File: src/rtl/conv_encoder_serial.sv
// Rate-1/N, constraint-length-K feed-forward convolutional encoder that serialises
// each coded symbol onto a valid/ready stream, with an optional zero tail per frame.
module conv_encoder_serial #(
    parameter int              K       = 3,
    parameter int              N       = 2,
    parameter logic [N*K-1:0]  G       = {3'b101, 3'b111},
    parameter int              TAIL_EN = 1
) (
    input  logic clk,
    input  logic reset,
    input  logic in_valid,
    output logic in_ready,
    input  logic in_data,
    input  logic in_last,
    output logic out_valid,
    input  logic out_ready,
    output logic out_bit,
    output logic out_last,
    output logic busy
);

    localparam int   IW      = (N > 1) ? $clog2(N) : 1;
    localparam int   TW      = $clog2(K);
    localparam logic TAIL_ON = (TAIL_EN != 0);

    typedef enum logic [1:0] {
        IDLE = 2'd0,
        EMIT = 2'd1,
        TAIL = 2'd2
    } state_t;

    state_t          state, state_nx;
    logic [K-2:0]    sr, sr_nx;
    logic [N-1:0]    coded, coded_nx;
    logic [IW-1:0]   idx, idx_nx;
    logic [TW-1:0]   tail_cnt, tail_cnt_nx;
    logic            last_pend, last_pend_nx;
    logic            last_idx;
    logic            fire_out;
    logic            accept;

    // Tap vector puts the current bit at K-1 and the oldest past bit at 0.
    function automatic logic [N-1:0] encode(input logic d, input logic [K-2:0] s);
        logic [K-1:0] taps;
        logic [N-1:0] c;
        taps[K-1] = d;
        for (int i = 0; i < K - 1; i++) begin
            taps[K-2-i] = s[i];
        end
        for (int j = 0; j < N; j++) begin
            c[j] = ^(G[j*K +: K] & taps);
        end
        return c;
    endfunction

    function automatic logic [K-2:0] shift_in(input logic d, input logic [K-2:0] s);
        logic [K-2:0] r;
        r    = s << 1'b1;
        r[0] = d;
        return r;
    endfunction

    assign last_idx  = (idx == IW'(N - 1));
    assign out_valid = (state != IDLE);
    assign busy      = (state != IDLE);
    assign fire_out  = out_valid & out_ready;
    assign out_bit   = coded[idx];
    assign out_last  = out_valid & last_idx &
                       (((state == TAIL) & (tail_cnt == TW'(0))) |
                        ((state == EMIT) & last_pend & ~TAIL_ON));
    // Back-to-back acceptance only when the final coded bit of a non-tail symbol leaves now.
    assign in_ready  = (state == IDLE) |
                       ((state == EMIT) & last_idx & out_ready & ~(last_pend & TAIL_ON));
    assign accept    = in_valid & in_ready;

    // Next-state, symbol loading and serialiser index control.
    always_comb begin
        state_nx     = state;
        sr_nx        = sr;
        coded_nx     = coded;
        idx_nx       = idx;
        tail_cnt_nx  = tail_cnt;
        last_pend_nx = last_pend;
        case (state)
            IDLE: begin
                if (accept) begin
                    coded_nx     = encode(in_data, sr);
                    sr_nx        = shift_in(in_data, sr);
                    idx_nx       = IW'(0);
                    last_pend_nx = in_last;
                    state_nx     = EMIT;
                end else begin
                    state_nx     = IDLE;
                end
            end
            EMIT: begin
                if (fire_out && last_idx) begin
                    idx_nx = IW'(0);
                    if (last_pend && TAIL_ON) begin
                        coded_nx    = encode(1'b0, sr);
                        sr_nx       = shift_in(1'b0, sr);
                        tail_cnt_nx = TW'(K - 2);
                        state_nx    = TAIL;
                    end else if (accept) begin
                        coded_nx     = encode(in_data, sr);
                        sr_nx        = shift_in(in_data, sr);
                        last_pend_nx = in_last;
                        state_nx     = EMIT;
                    end else begin
                        last_pend_nx = 1'b0;
                        state_nx     = IDLE;
                    end
                end else if (fire_out) begin
                    idx_nx = idx + IW'(1);
                end else begin
                    idx_nx = idx;
                end
            end
            TAIL: begin
                if (fire_out && last_idx) begin
                    idx_nx = IW'(0);
                    if (tail_cnt == TW'(0)) begin
                        last_pend_nx = 1'b0;
                        state_nx     = IDLE;
                    end else begin
                        coded_nx    = encode(1'b0, sr);
                        sr_nx       = shift_in(1'b0, sr);
                        tail_cnt_nx = tail_cnt - TW'(1);
                    end
                end else if (fire_out) begin
                    idx_nx = idx + IW'(1);
                end else begin
                    idx_nx = idx;
                end
            end
            default: begin
                state_nx = IDLE;
            end
        endcase
    end

    // State and datapath registers.
    always_ff @(posedge clk or negedge reset) begin
        if (!reset) begin
            state     <= IDLE;
            sr        <= '0;
            coded     <= '0;
            idx       <= '0;
            tail_cnt  <= '0;
            last_pend <= 1'b0;
        end else begin
            state     <= state_nx;
            sr        <= sr_nx;
            coded     <= coded_nx;
            idx       <= idx_nx;
            tail_cnt  <= tail_cnt_nx;
            last_pend <= last_pend_nx;
        end
    end

endmodule

File: config.mk
export PLATFORM = sky130hd
export DESIGN_NAME = conv_encoder_serial
export DESIGN_NICKNAME = d
export VERILOG_FILES = /design/src/rtl/conv_encoder_serial.sv
export SDC_FILE = /design/constraint.sdc
export NUM_CORES = 1
export LEC_CHECK = 0
export CORE_ASPECT_RATIO = 0.9
export CORE_UTILIZATION = 49
export CTS_BUF_LIST = sky130_fd_sc_hd__clkbuf_4
export DETAILED_ROUTE_END_ITERATION = 6
export GPL_TIMING_DRIVEN = 1
export PLACE_DENSITY = 0.86
export SLEW_MARGIN = 20
export SYNTH_ARGS = -nofsm -noshare
export SYNTH_HDL_FRONTEND = slang
export SYNTH_SLANG_ARGS = --single-unit
File: constraint.sdc
create_clock -name clk -period 1.7 [get_ports clk]
set_input_delay 0.34 -clock clk [delete_from_list [all_inputs] [get_ports clk]]
set_output_delay 0.34 -clock clk [all_outputs]
set_load 0.005 [all_outputs]
==> run metrics, run 1 <==
IO Pins=11; list of most frequent post-synthesis cells=inv_1, nand2_1, dfrtp_1; Stop stage=5_1_grt; post-synthesis sequential area ratio=0.339; Clock Sinks=10; worst setup endpoint GRT=coded[1]$_DFFE_PN0P_/D; largest net degree at the start of global routing=11; Syn Inst Count=86; maximum clock path buffer count=2; top cell type by total area after synthesis=dfrtp_1; Synth Cell Area=738 um^2; Yosys warning count=0; largest cells by area after synthesis=dfrtp_1, ha_1, inv_1, nand2_1, o21ai_0; H-tree Lvls=1; Post-synth EDFFs=0; Netlist cell types=33; CTS hold repair buffers=0; Syn Area/Cell=8.58 um^2; Main synth FF type=dfrtp_1; Worst EP kind=register input; First Err=[ERROR DPL-0033] detailed placement checks failed during check placement.; CTS Buf Count=3; fraction of registers with async set/reset=1.00; Die Height=38.8 um; Area after DPL=991 um^2; HPWL after detailed placement=1320 um; #FFs+latches synth=10; Synth top area share=0.339; root buf cell=clkbuf_4; Mapped Nets=97; initial antenna violation count=0; # rows=12; Placer Congestion=0.865; Die W=42.9 um; initial cell density of the core=0.559; status=aborted with a tool error; pre-CTS setup slack=-0.229 ns; number of port buffers=10
## kinds of logic after synthesis
group	synth area share
compound gates	0.256
xor+xnor	0.0237
fa+ha+maj	0.0847
buf+inv	0.0661
flops	0.339
mux	0.0153
simple gates	0.215
## what timing repair did
| action | in CTS |
|---|---|
| pin swaps | 5 |
| resized for setup | 30 |
| buffers inserted | 5 |
| setup endpoints to repair | 12 |
## through the flow
step                instances  utilization
floorplan                  86            -
global placement          128        0.750
detailed placement        128        0.750
CTS                       137        0.853
==> run 2: changes to the inputs <==
Settings changed: CORE_AREA set to 2 2 63 65, CORE_ASPECT_RATIO 0.9 to unset, CORE_UTILIZATION 49 to unset, CTS_BUF_LIST sky130_fd_sc_hd__clkbuf_4 to unset, DIE_AREA set to 0 0 65 67, PLACE_DENSITY 0.86 to unset, PLACE_DENSITY_LB_ADDON set to 0.15.
Clock period 1.7 ns to 2.2 ns, I/O delays scaled along.
==> run 2 against run 1 <==
Net effect:
- the run now ends clean
- synthesized area unchanged
- synthesized cell count did not move
==> run metrics, run 2 <==
Setup Skew=0.00341 ns; multi-input combinational cell area=474 um^2; H-tree Lvls=1; Placer Congestion=0.744; Die Height=67 um; Clock Sinks=10; Max Cap Violations=0; CTS tree=yes; CTS hold repair buffers=0; Routed Antenna Nets=0; CORE AREA=3610 um^2; remaining global-route overflow=0; largest net degree at the start of global routing=11; Worst Hold Endpoint=tail_cnt[0]$_DFFE_PN0P_; largest cells by area after synthesis=dfrtp_1, ha_1, inv_1, nand2_1, o21ai_0; Post-synth EDFFs=0; DR WL/cell=12.0 um; Syn Inst Count=86; Setup WS post-layout=0.182 ns; CP startpoint kind=register; fin crit period=2.02 ns; Leak=0.000483 uW; maximum clock path buffer count=2; VDD IR max=0.447 mV; placed insts=146; Mapped Nets=97; Pwr Total=1530 uW; routed wire length=1830 um; IO Pins=11; layout cell share with drive strength beyond 1=0.202; Worst R2R Setup Slack=0.42 ns; Main synth FF type=dfrtp_1; CTS Buf Count=3; final setup vio count=0; pre-CTS setup slack=0.0455 ns; #FFs+latches synth=10; CP max-delay cell=clkdlybuf4s50_1; FMAX=496 MHz; arrival time worst endpoint=1.58 ns; die area=4360 um^2; top cell type by total area after synthesis=dfrtp_1; Fillers=388; Synth top area share=0.339; hold path cells=1; post-synthesis sequential area ratio=0.339; R2R Path End=last_pend$_DFFE_PN0P_; final-stage net count=116; Worst-Margin Slew=0.476 ns; Final Max Tran Viols=0; Critical Path Sink Type=output pin; worst hold start=tail_cnt[0]$_DFFE_PN0P_; Vias/cell=4.45; PD cells=1490 nW/um^2; Die W=65 um; Post-Layout Cell Count=152; TNS Setup=0 ns; most frequent cells in the layout=nand2_1, inv_1, dfrtp_1; list of most frequent post-synthesis cells=inv_1, nand2_1, dfrtp_1; Pre-Repair DR Iteration Count=4; WS Path Type=reg2out; final worst path period share=0.917; area grow syn2layout=39.2%; Yosys warning count=0; Netlist cell types=33; status=complete, no violations; Worst path max stage delay=0.54 ns; Synth Area in Compound Gates=0.256; Max Fanout on Critical Path=6; Synth Cell Area=738 um^2; initial antenna violation count=0; Register-to-Register Path Depth=7; # rows=22; HPWL after detailed placement=1440 um; Worst EP required=1.76 ns; GRT Overall Usage=0.0944; Clk pin slew, worst setup/hold paths=0.05 ns; drt drc=0; number of port buffers=10; most common cell after layout, fill and taps aside=nand2_1; Worst slew margin=0.682; sequential cell area=251 um^2; initial cell density of the core=0.205; crit path cell chain=inv_2 > ha_4 > inv_1 > clkdlybuf4s50_1; number of global-route vias before repair=644; HP Class=reg2reg; vias after detailed routing=677; RSZ-0062 raised after global routing=false; root buf cell=clkbuf_8; Worst-Skew Late Latency=0.24 ns; diode count=0; largest family of logic cells by synthesized area=compound AO/OA/AOI/OAI gates; multiplexer area fraction after synthesis=0.0153; Syn Area/Cell=8.58 um^2; first-pass GRT wire length=3110 um; Post-Synth XOR/XNOR Area=0.0237; reg2reg start=state[0]$_DFFE_PN0P_; Fin. Hold Viols=0; simple-gate share of the synthesized area=0.215; Synth Area in Adders=0.0847; starting DRC count in detailed routing=11; fraction of registers with async set/reset=1.00
## run 2: power by group
part	internal, uW	leakage [uW]	switching (uW)
Combinational	488	0.000328	484
Sequential	260	0.000126	68.7
Clock	157	0.0000288	73.2
## run 2: how the worst max path moves through the flow
stage	startpoint	to	slack, ns	depth (start not counted)
2_1_floorplan	state[0]$_DFFE_PN0P_	state[1]$_DFFE_PN0P_	0.56	5
3_3_place_gp	out_ready	in_ready	0.06	4
3_5_place_dp	out_ready	in_ready	0.05	4
4_1_cts	state[0]$_DFFE_PN0P_	out_last	0.0007	5
5_1_grt	state[1]$_DFFE_PN0P_	out_valid	0.09	4
6_report	state[1]$_DFFE_PN0P_	out_valid	0.18	4
## run 2: cell type report
cell class | instances | share of cell area
Timing Repair Buffer | 15 | 0.141
Sequential cell | 10 | 0.245
Multi-Input combinational cell | 64 | 0.462
Clock buffer | 4 | 0.0536
Tap cell | 48 | 0.0585
Inverter | 11 | 0.0402
## run 2: worst max-delay path, delay by kind of cell, from the launching register on
kind / cells / cell delay, ns
adders and majority gates: 1 / 0.18
DFF: 1 / 0.40
buffers and inverters: 3 / 0.76
## run 2: cells by family after synthesis
logic type / count (synthesis)
AO/OA/AOI/OAI: 27
XOR/XNOR: 2
adder cells (fa/ha/maj): 5
buffers and inverters: 12
flip-flops: 10
multiplexers: 1
AND/OR/NAND/NOR: 29
## run 2: what timing repair did
item,CTS,global route
resized for setup,2,11
gates cloned,0,0
pin swaps,0,0
buffers inserted,0,2
setup endpoints to repair,2,4
## run 2: routing by layer
metal | global-route usage | wire (um) | vias up
met5 | 0 | 0 | -
met4 | 0.0160 | 0 | 0
met3 | 0.0304 | 63 | 0
met2 | 0.151 | 847 | 8
met1 | 0.125 | 915 | 325
li1 | - | - | 344
## run 2: per-stage QoR
| stage | hold slack, ns | instance area (um^2) | utilization |
|---|---|---|---|
| 2_1_floorplan | 0.144 | 738 | - |
| 3_3_place_gp | 0.505 | 913 | 0.253 |
| 3_5_place_dp | 0.509 | 913 | 0.253 |
| 4_1_cts | 0.518 | 976 | 0.271 |
| 5_1_grt | 0.551 | 1030 | 0.285 |
| 6_report | 0.511 | 1030 | 0.285 |
(Power assumes the default switching activity.)
